===== src/rtl/decode_stage.sv =====
// decode_stage
//   Consumer end of the fetch-to-decoder interface. Raw instructions from
//   fetch are buffered in a small circular queue. Each queue head is decoded
//   into RV32I fields plus a sign-extended immediate, and the result is held
//   in a registered output with a valid/ready handshake toward execute. A
//   writeback branch (flush_i) discards everything in flight.
//
// Ports
//   clk, arstn                 clock, asynchronous active-low reset
//   fetch_valid_i              fetch offers an instruction
//   fetch_raw_instruction_i    raw instruction word
//   fetch_pc_i                 PC tag of the offered instruction
//   stall_o                    queue full; fetch must hold its offer
//   flush_i                    discard queue and output register
//   dec_ready_i                execute accepts the output this cycle
//   dec_valid_o                decoded output valid
//   dec_pc_o .. dec_funct7_o   PC and raw field slices of the instruction
//   dec_imm_o                  sign-extended immediate
//   dec_illegal_o              opcode not recognised
//   perf_decoded_o             (DECODE_PERF_CNT_EN only) output handshake count
//   perf_stall_o               (DECODE_PERF_CNT_EN only) stalled fetch cycles
//
// Build option
//   DECODE_PERF_CNT_EN         adds the two free-running performance counters

module decode_stage #(
  parameter int INS_SIZE    = 32,
  parameter int PC_WIDTH    = 32,
  parameter int QUEUE_DEPTH = 2
) (
  input  logic                clk,
  input  logic                arstn,
  input  logic                fetch_valid_i,
  input  logic [INS_SIZE-1:0] fetch_raw_instruction_i,
  input  logic [PC_WIDTH-1:0] fetch_pc_i,
  output logic                stall_o,
  input  logic                flush_i,
  input  logic                dec_ready_i,
  output logic                dec_valid_o,
  output logic [PC_WIDTH-1:0] dec_pc_o,
  output logic [6:0]          dec_opcode_o,
  output logic [4:0]          dec_rd_o,
  output logic [2:0]          dec_funct3_o,
  output logic [4:0]          dec_rs1_o,
  output logic [4:0]          dec_rs2_o,
  output logic [6:0]          dec_funct7_o,
  output logic [31:0]         dec_imm_o,
`ifdef DECODE_PERF_CNT_EN
  output logic [31:0]         perf_decoded_o,
  output logic [31:0]         perf_stall_o,
`endif
  output logic                dec_illegal_o
);

  localparam int PTR_W = (QUEUE_DEPTH > 1) ? $clog2(QUEUE_DEPTH) : 1;
  localparam int CNT_W = $clog2(QUEUE_DEPTH) + 1;
  localparam int ENT_W = PC_WIDTH + INS_SIZE;
  localparam logic [CNT_W-1:0] FULL_CNT = CNT_W'(QUEUE_DEPTH);

  localparam logic [6:0] OP_R      = 7'b0110011;
  localparam logic [6:0] OP_IMM    = 7'b0010011;
  localparam logic [6:0] OP_LOAD   = 7'b0000011;
  localparam logic [6:0] OP_JALR   = 7'b1100111;
  localparam logic [6:0] OP_STORE  = 7'b0100011;
  localparam logic [6:0] OP_BRANCH = 7'b1100011;
  localparam logic [6:0] OP_LUI    = 7'b0110111;
  localparam logic [6:0] OP_AUIPC  = 7'b0010111;
  localparam logic [6:0] OP_JAL    = 7'b1101111;

  // Queue storage
  logic [ENT_W-1:0] r_mem [QUEUE_DEPTH];
  logic [PTR_W-1:0] r_wr_ptr;
  logic [PTR_W-1:0] r_rd_ptr;
  logic [CNT_W-1:0] r_count;

  // Output register
  logic                r_valid;
  logic [PC_WIDTH-1:0] r_pc;
  logic [6:0]          r_opcode;
  logic [4:0]          r_rd;
  logic [2:0]          r_funct3;
  logic [4:0]          r_rs1;
  logic [4:0]          r_rs2;
  logic [6:0]          r_funct7;
  logic [31:0]         r_imm;
  logic                r_illegal;

  logic                w_full;
  logic                w_empty;
  logic                w_push;
  logic                w_pop;
  logic [ENT_W-1:0]    w_head;
  logic [INS_SIZE-1:0] w_ins;
  logic [PC_WIDTH-1:0] w_head_pc;
  logic [31:0]         w_imm;
  logic                w_illegal;

  assign w_full  = (r_count == FULL_CNT);
  assign w_empty = (r_count == '0);
  assign stall_o = w_full;

  // Fullness is judged on the pre-edge count, so a same-cycle pop never
  // makes room for the instruction being offered.
  assign w_push = fetch_valid_i & ~w_full & ~flush_i;
  assign w_pop  = ~w_empty & (~r_valid | dec_ready_i) & ~flush_i;

  always_ff @(posedge clk) begin
    if (w_push) r_mem[r_wr_ptr] <= {fetch_pc_i, fetch_raw_instruction_i};
  end

  always_ff @(posedge clk or negedge arstn) begin
    if (!arstn) begin
      r_wr_ptr <= '0;
      r_rd_ptr <= '0;
      r_count  <= '0;
    end else if (flush_i) begin
      r_wr_ptr <= '0;
      r_rd_ptr <= '0;
      r_count  <= '0;
    end else begin
      if (w_push) r_wr_ptr <= r_wr_ptr + PTR_W'(1);
      if (w_pop)  r_rd_ptr <= r_rd_ptr + PTR_W'(1);
      case ({w_push, w_pop})
        2'b10:   r_count <= r_count + CNT_W'(1);
        2'b01:   r_count <= r_count - CNT_W'(1);
        default: r_count <= r_count;
      endcase
    end
  end

  assign w_head    = r_mem[r_rd_ptr];
  assign w_ins     = w_head[INS_SIZE-1:0];
  assign w_head_pc = w_head[ENT_W-1:INS_SIZE];

  always_comb begin
    w_imm     = '0;
    w_illegal = 1'b0;
    case (w_ins[6:0])
      OP_R:                       w_imm = '0;
      OP_IMM, OP_LOAD, OP_JALR:   w_imm = {{20{w_ins[31]}}, w_ins[31:20]};
      OP_STORE:                   w_imm = {{20{w_ins[31]}}, w_ins[31:25], w_ins[11:7]};
      OP_BRANCH:                  w_imm = {{19{w_ins[31]}}, w_ins[31], w_ins[7],
                                           w_ins[30:25], w_ins[11:8], 1'b0};
      OP_LUI, OP_AUIPC:           w_imm = {w_ins[31:12], 12'b0};
      OP_JAL:                     w_imm = {{11{w_ins[31]}}, w_ins[31], w_ins[19:12],
                                           w_ins[20], w_ins[30:21], 1'b0};
      default:                    w_illegal = 1'b1;
    endcase
  end

  always_ff @(posedge clk or negedge arstn) begin
    if (!arstn) begin
      r_valid   <= 1'b0;
      r_pc      <= '0;
      r_opcode  <= '0;
      r_rd      <= '0;
      r_funct3  <= '0;
      r_rs1     <= '0;
      r_rs2     <= '0;
      r_funct7  <= '0;
      r_imm     <= '0;
      r_illegal <= 1'b0;
    end else if (flush_i) begin
      r_valid <= 1'b0;
    end else if (w_pop) begin
      r_valid   <= 1'b1;
      r_pc      <= w_head_pc;
      r_opcode  <= w_ins[6:0];
      r_rd      <= w_ins[11:7];
      r_funct3  <= w_ins[14:12];
      r_rs1     <= w_ins[19:15];
      r_rs2     <= w_ins[24:20];
      r_funct7  <= w_ins[31:25];
      r_imm     <= w_imm;
      r_illegal <= w_illegal;
    end else if (dec_ready_i) begin
      r_valid <= 1'b0;
    end
  end

  assign dec_valid_o   = r_valid;
  assign dec_pc_o      = r_pc;
  assign dec_opcode_o  = r_opcode;
  assign dec_rd_o      = r_rd;
  assign dec_funct3_o  = r_funct3;
  assign dec_rs1_o     = r_rs1;
  assign dec_rs2_o     = r_rs2;
  assign dec_funct7_o  = r_funct7;
  assign dec_imm_o     = r_imm;
  assign dec_illegal_o = r_illegal;

`ifdef DECODE_PERF_CNT_EN
  // Counters survive flush; only reset clears them.
  logic [31:0] r_perf_decoded;
  logic [31:0] r_perf_stall;

  always_ff @(posedge clk or negedge arstn) begin
    if (!arstn) begin
      r_perf_decoded <= '0;
      r_perf_stall   <= '0;
    end else begin
      if (r_valid & dec_ready_i)    r_perf_decoded <= r_perf_decoded + 32'd1;
      if (fetch_valid_i & stall_o)  r_perf_stall   <= r_perf_stall + 32'd1;
    end
  end

  assign perf_decoded_o = r_perf_decoded;
  assign perf_stall_o   = r_perf_stall;
`endif

endmodule


===== config.mk =====
export PLATFORM = sky130hd
export DESIGN_NAME = decode_stage
export DESIGN_NICKNAME = d
export VERILOG_FILES = /design/src/rtl/decode_stage.sv
export SDC_FILE = /design/constraint.sdc
export NUM_CORES = 1
export LEC_CHECK = 0
export CORE_AREA = 2 2 128 180
export DETAILED_ROUTE_END_ITERATION = 6
export DIE_AREA = 0 0 130 182
export SLEW_MARGIN = 40
export SYNTH_ARGS = -nofsm -noshare
export SYNTH_HDL_FRONTEND = slang
export SYNTH_SLANG_ARGS = --single-unit

===== constraint.sdc =====
create_clock -name clk -period 14.2 [get_ports clk]
set_clock_uncertainty 0.15 [all_clocks]
set_input_delay 2.13 -clock clk [delete_from_list [all_inputs] [get_ports clk]]
set_output_delay 2.13 -clock clk [all_outputs]
set_load 0.02 [all_outputs]

Word-level counts from Yosys, hierarchy flattened
Memories as Yosys holds them, arrays and structs flattened.
Index checks and enable logic that the tools add are counted.
Storage, ports and cells
  register bits after elaboration: 102
  bits in latches: 0
  memory bits (writable): 128
  bits in read-only memories: 0
  bits of input ports: 69
  output and inout bits: 99
  word-level logic and storage cells: 61
  memories kept: 1
Cells by class
  $add $sub $neg: 4
  multipliers: 0
  div/mod/pow operators: 0
  $lt $le $gt $ge: 0
  equality and inequality tests: 12
  shift operators: 0
  mux-type cells: 13
  bitwise logic cells: 9
  reduce and logical (&&, ||, !) cells: 9
Memory list
  r_mem: depth 2, bits a word 64, read ports 1, clocked after memory_dff 0, wr ports 1, RTL line 71  | logic [ENT_W-1:0] r_mem [QUEUE_DEPTH];
Operators by type and width (number)
  32-bit one-hot mux with 5 select lines: 1
  7-bit by 6-bit == test with 1-bit output, second input constant: 3
  7-bit == test, second input constant: 3
  7-bit by 5-bit == test with 1-bit output, second input constant: 2
  1-bit 2-to-1 mux: 10
  9-bit OR reduction: 1
  7-bit by 2-bit == test with 1-bit output, second input constant: 1
  3-bit nonzero test: 2
  1-bit AND: 4
  2-bit == test, second input constant: 2
  1-bit NOT: 4
  2-bit one-hot mux with 2 select lines: 1
  2-bit nonzero test: 2
  3-bit OR reduction: 1
  1-bit adder, second input constant: 2
  2-bit by 1-bit adder with 2-bit output, second input constant: 1
  2-bit by 1-bit == test with 1-bit output, second input constant: 1
  2-bit zero test: 1
  2-bit 2-to-1 mux: 1
  2-bit AND reduction: 1
  2-bit OR reduction: 1
  2-bit by 1-bit subtractor with 2-bit output, second input constant: 1
  1-bit bitwise OR: 1

Logic depth before layout (Yosys ltp)
  word-level depth: 7
  mapped depth: 7
  mapped depth without buffers: 5

Worst setup path after synthesis
No wires, ideal clock.
  kind: input -> register
  start: input flush_i
  end: memory r_mem[1][0] in the netlist's numbering (enable)
  setup time: 578 ps
  arrival time: 7028 ps
  required time: 13472 ps
  slack: 6444 ps
  stages on the path: 2
  buffers on the path: 1
  cell sequence: buf_1 nor3b_1
On the way
  word-level cells in the longest chain between the ends: 4
Ends and longest elaborated chain
  start, declared: RTL line 37  | input logic flush_i,
  1-bit NOT (no line)
  1-bit AND: RTL line 104  | assign w_push = fetch_valid_i & ~w_full & ~flush_i;
  1-bit 2-to-1 mux: RTL line 108  | if (w_push) r_mem[r_wr_ptr] <= {fetch_pc_i, fetch_raw_instruction_i};
  1-bit 2-to-1 mux (implied by the code): RTL line 108
  end, declared: RTL line 71
No other way between the ends.

Final worst setup path
  start: input dec_ready_i
  end: register r_imm[22], in the netlist dec_imm_o[22]
On the way
  word-level cells in the longest chain between the ends: 4
Ends and longest elaborated chain
  start, declared: RTL line 38  | input logic dec_ready_i,
  1-bit bitwise OR: RTL line 105  | assign w_pop = ~w_empty & (~r_valid | dec_ready_i) & ~flush_i;
  1-bit AND (2 in series): RTL line 105
  2-bit AND reduction (no line)
  end signal, assigned: RTL line 174  | r_imm <= w_imm;
  end, declared: RTL line 85  | logic [31:0] r_imm;
No other way between the ends.
A chain may end at the register's enable or synchronous reset.

==> summary.txt <==
Yosys
  – Yosys top cell by area: edfxtp_1
  – Synthesis-stage register bit count: between 200 and 250
  – Post-Syn Area: 8730 sq um
  – Area contributors post-synth: edfxtp_1 (44%), dfrtp_1 (29%), mux2i_1 (6.1%)
  – Avg Inst Size Synth: 15.2 sq um
  – Syn Inst Count: 575
  – Top FF cell, synth: edfxtp_1
  – Sequential-to-total area share from yosys stat: 0.733
  – Top-area cell type share of the netlist area: 0.440
  – Number of synthesized flops with an enable pin: 128
  – Post-synth ARST share: 0.443
  – Post-synth net total: 644
  – Ys Warns: 0
  – Yosys cell types: 53

Floorplanning
  – Row cnt: 65
  – Die H: ~180 microns
  – Die ar.: 23700 sq um
  – Starting density of the core: 0.393
  – I/O pin cnt: 168
  – Core area: 22200 sq um
  – Die W: 130 microns

GRT
  – Overflow after GRT: 0
  – Number of global-route vias before repair: 5667
  – Largest net degree at the start of global routing: 78
  – Initial antenna violation count: 1
  – Overall global routing resource usage: 0.167
  – First-pass GRT wire length: roughly 31000 microns

STA
  – Slew Viols, Final: 0
  – Fmax: 0.211 GHz
  – TNS Setup: 0 ps
  – Crit path time final: 4730 ps
  – Final setup viols: 0
  – Rel. slew slack: 0.461
  – Worst-Margin Slew: approximately 800 ps
  – Fin crit share: 0.333
  – Unrepaired setup endpoints after global routing: false
  – Fin. Hold Viols: 0

Clock tree
  – Postcts setup bufs: 0
  – CTS tree: yes
  – # resized after CTS: 0
  – Hold_buf cts: 0
  – # clock sinks: between 200 and 250
  – Clock-pin slew on the worst setup and hold paths: 60 ps
  – Clock Latency Late Sink: 500 ps
  – Clock tree buffer depth: 3
  – CTS root buf: clkbuf_16
  – H-tree levels: 1
  – Num CTS Buffers: 23

Pwr
  – Final total power: about 1.7 mW
  – Total power divided by cell area: 149 nW/um^2
  – Leak: 4.40 nW
  – Max IR drop VDD: 0.121 mV

Worst setup path
  – Critical path class: primary input to flop
  – Worst path max stage delay: 730 ps
  – CP Capture Type: flop
  – CP Max Fanout: 77
  – WP data required: about 14000 ps
  – Critical Path AT: 4960 ps
  – Worst Setup Start Kind: primary input
  – Crit-path cells: clkdlybuf4s50_1 -> nor2b_1 -> or3_4 -> buf_4 -> nor2_1 -> a221o_1
  – Slowest library cell on the worst path: buf_4
  – Worst Path Buf+Inv: 2
  – CP top delay family: simple AND/OR/NAND/NOR gates

Layout
  – Number of diodes: 0
  – Non-Filler Instances: 1063
  – Share of cells above drive strength 1: 0.0945
  – Synth-to-Final Area Change: 31.0%
  – Final Instance Area: 11400 sq um
  – Nets: between 800 and 900

Route
  – Residual DRC: 0
  – Via count: 5268
  – WL/cell: between 15 and 20 microns
  – 1st-iter DRT viols: 260
  – Wl on met1: 7990 microns
  – Highest routed layer: met5
  – Avg Vias per Cell: 4.96
  – Antenna viol nets, final: 0
  – Routed length on met2: 9770 microns
  – Total routed wirelength: around 20000 microns
  – Wire length on met3: 1350 microns
  – Drt pass-1 iters: 6

Placed design
  – Area after DPL: roughly 11000 sq um
  – GPL Wtd Cong: 0.743
  – DP Cell Count: roughly 1000
  – IO buf count: 167
  – Dpl hpwl: 13200 microns

Run status
  – Status: finished, final reports clean

Run
  – Max Cap Viol: 0

Hold path
  – Hold Path Class: flop to flop
==> final timing paths <==
kind | from | to | slack, ps | cells past startpoint
worst max-delay path | dec_ready_i | dec_imm_o[22] | 9470 | 6
min in group asynchronous | arstn | dec_imm_o[9] | 1510 | 1
worst max register to register | dec_valid_o | dec_imm_o[22] | 11130 | 5
max in group asynchronous | arstn | r_rd_ptr | 11170 | 2
worst min register to register | dec_funct7_o[2] | dec_funct7_o[2] | 330 | 1
worst min-delay path | dec_funct7_o[2] | dec_funct7_o[2] | 330 | 1
==> registers in the layout, indices dropped and copies added, names as in the netlist, 2 cells and up <==
| signal | flops |
|---|---|
| r_count | 2 |
| dec_rs2_o | 5 |
| r_mem | 128 |
| dec_funct3_o | 3 |
| dec_imm_o | 32 |
| dec_rd_o | 5 |
| dec_funct7_o | 7 |
| dec_pc_o | 32 |
| dec_rs1_o | 5 |
| dec_opcode_o | 7 |
==> cells by family (layout without fill, tap and decap cells) <==
logic type,after synthesis,in the layout,share of synthesized area
DFF,230,230,0.733
and+or+nand+nor,127,127,0.0704
AOI/OAI and AO/OA,116,116,0.0916
muxes,68,68,0.0840
buffers and inverters,33,220,0.0205
xor gates and xnor gates,1,1,0.00100
==> per-layer routing <==
layer,up-vias,track usage
li1,2485,-
met1,2588,0.206
met2,158,0.288
met3,35,0.0418
met4,2,0.0525
met5,-,0
==> layout by cell type (no fill, tap or decap), types with 2 or more instances in the layout <==
master | Yosys | final
buf_4 | 4 | 8
a21oi_2 | 2 | 2
nor3_1 | 10 | 9
a221o_1 | 13 | 13
edfxtp_1 | 128 | 128
o21ai_0 | 35 | 35
dfrtp_1 | 102 | 101
clkbuf_8 | 0 | 5
clkdlybuf4s50_1 | 0 | 166
nand2_1 | 74 | 74
a31oi_1 | 2 | 2
o21ai_1 | 15 | 15
mux2i_4 | 3 | 3
a22o_1 | 6 | 6
a21o_1 | 12 | 12
clkbuf_1 | 7 | 8
o221ai_1 | 4 | 4
o21a_1 | 4 | 4
clkinv_2 | 0 | 4
clkbuf_16 | 0 | 23
o22ai_1 | 2 | 2
nor2_1 | 22 | 22
nor2b_1 | 2 | 2
a211o_1 | 7 | 7
nand2b_1 | 2 | 2
mux2_2 | 12 | 12
inv_1 | 4 | 4
mux2i_1 | 53 | 53
a21oi_1 | 6 | 6
==> stage by stage <==
step	setup slack (ps)	hold slack (ps)	utilization
after global placement	9040	314	0.481
after CTS	9470	333	0.515
final	9470	326	0.515
after detailed placement	8950	320	0.482
after floorplan	6440	341	-
after global routing	9240	350	0.515
==> cell type report <==
class	count	area, sq um
Sequential cell	230	6400
Fill cell	1851	10800
Timing Repair Buffer	175	1730
Tap cell	301	377
Clock buffer	36	674
Clock inverter	5	50.0
Inverter	4	15.0
Multi-Input combinational cell	312	2180
==> synth_stat cells, types with 4 or more instances <==
library cell / n
mux2i_1: 53
o21ai_1: 15
a22o_1: 6
nand2_1: 74
o221ai_1: 4
o21ai_0: 35
buf_4: 4
o21a_1: 4
dfrtp_1: 102
a211o_1: 7
mux2_2: 12
clkbuf_1: 7
a221o_1: 13
nor2_1: 22
a21o_1: 12
nor3_1: 10
inv_1: 4
buf_2: 14
a21oi_1: 6
edfxtp_1: 128
==> where the power goes <==
group	switching (mW)	total (mW)	internal, mW
clock	0.240	0.583	0.343
sequential	0.0430	0.818	0.775
combinational	0.159	0.303	0.144
total	0.442	1.70	1.26
(Power assumes the default switching activity.)
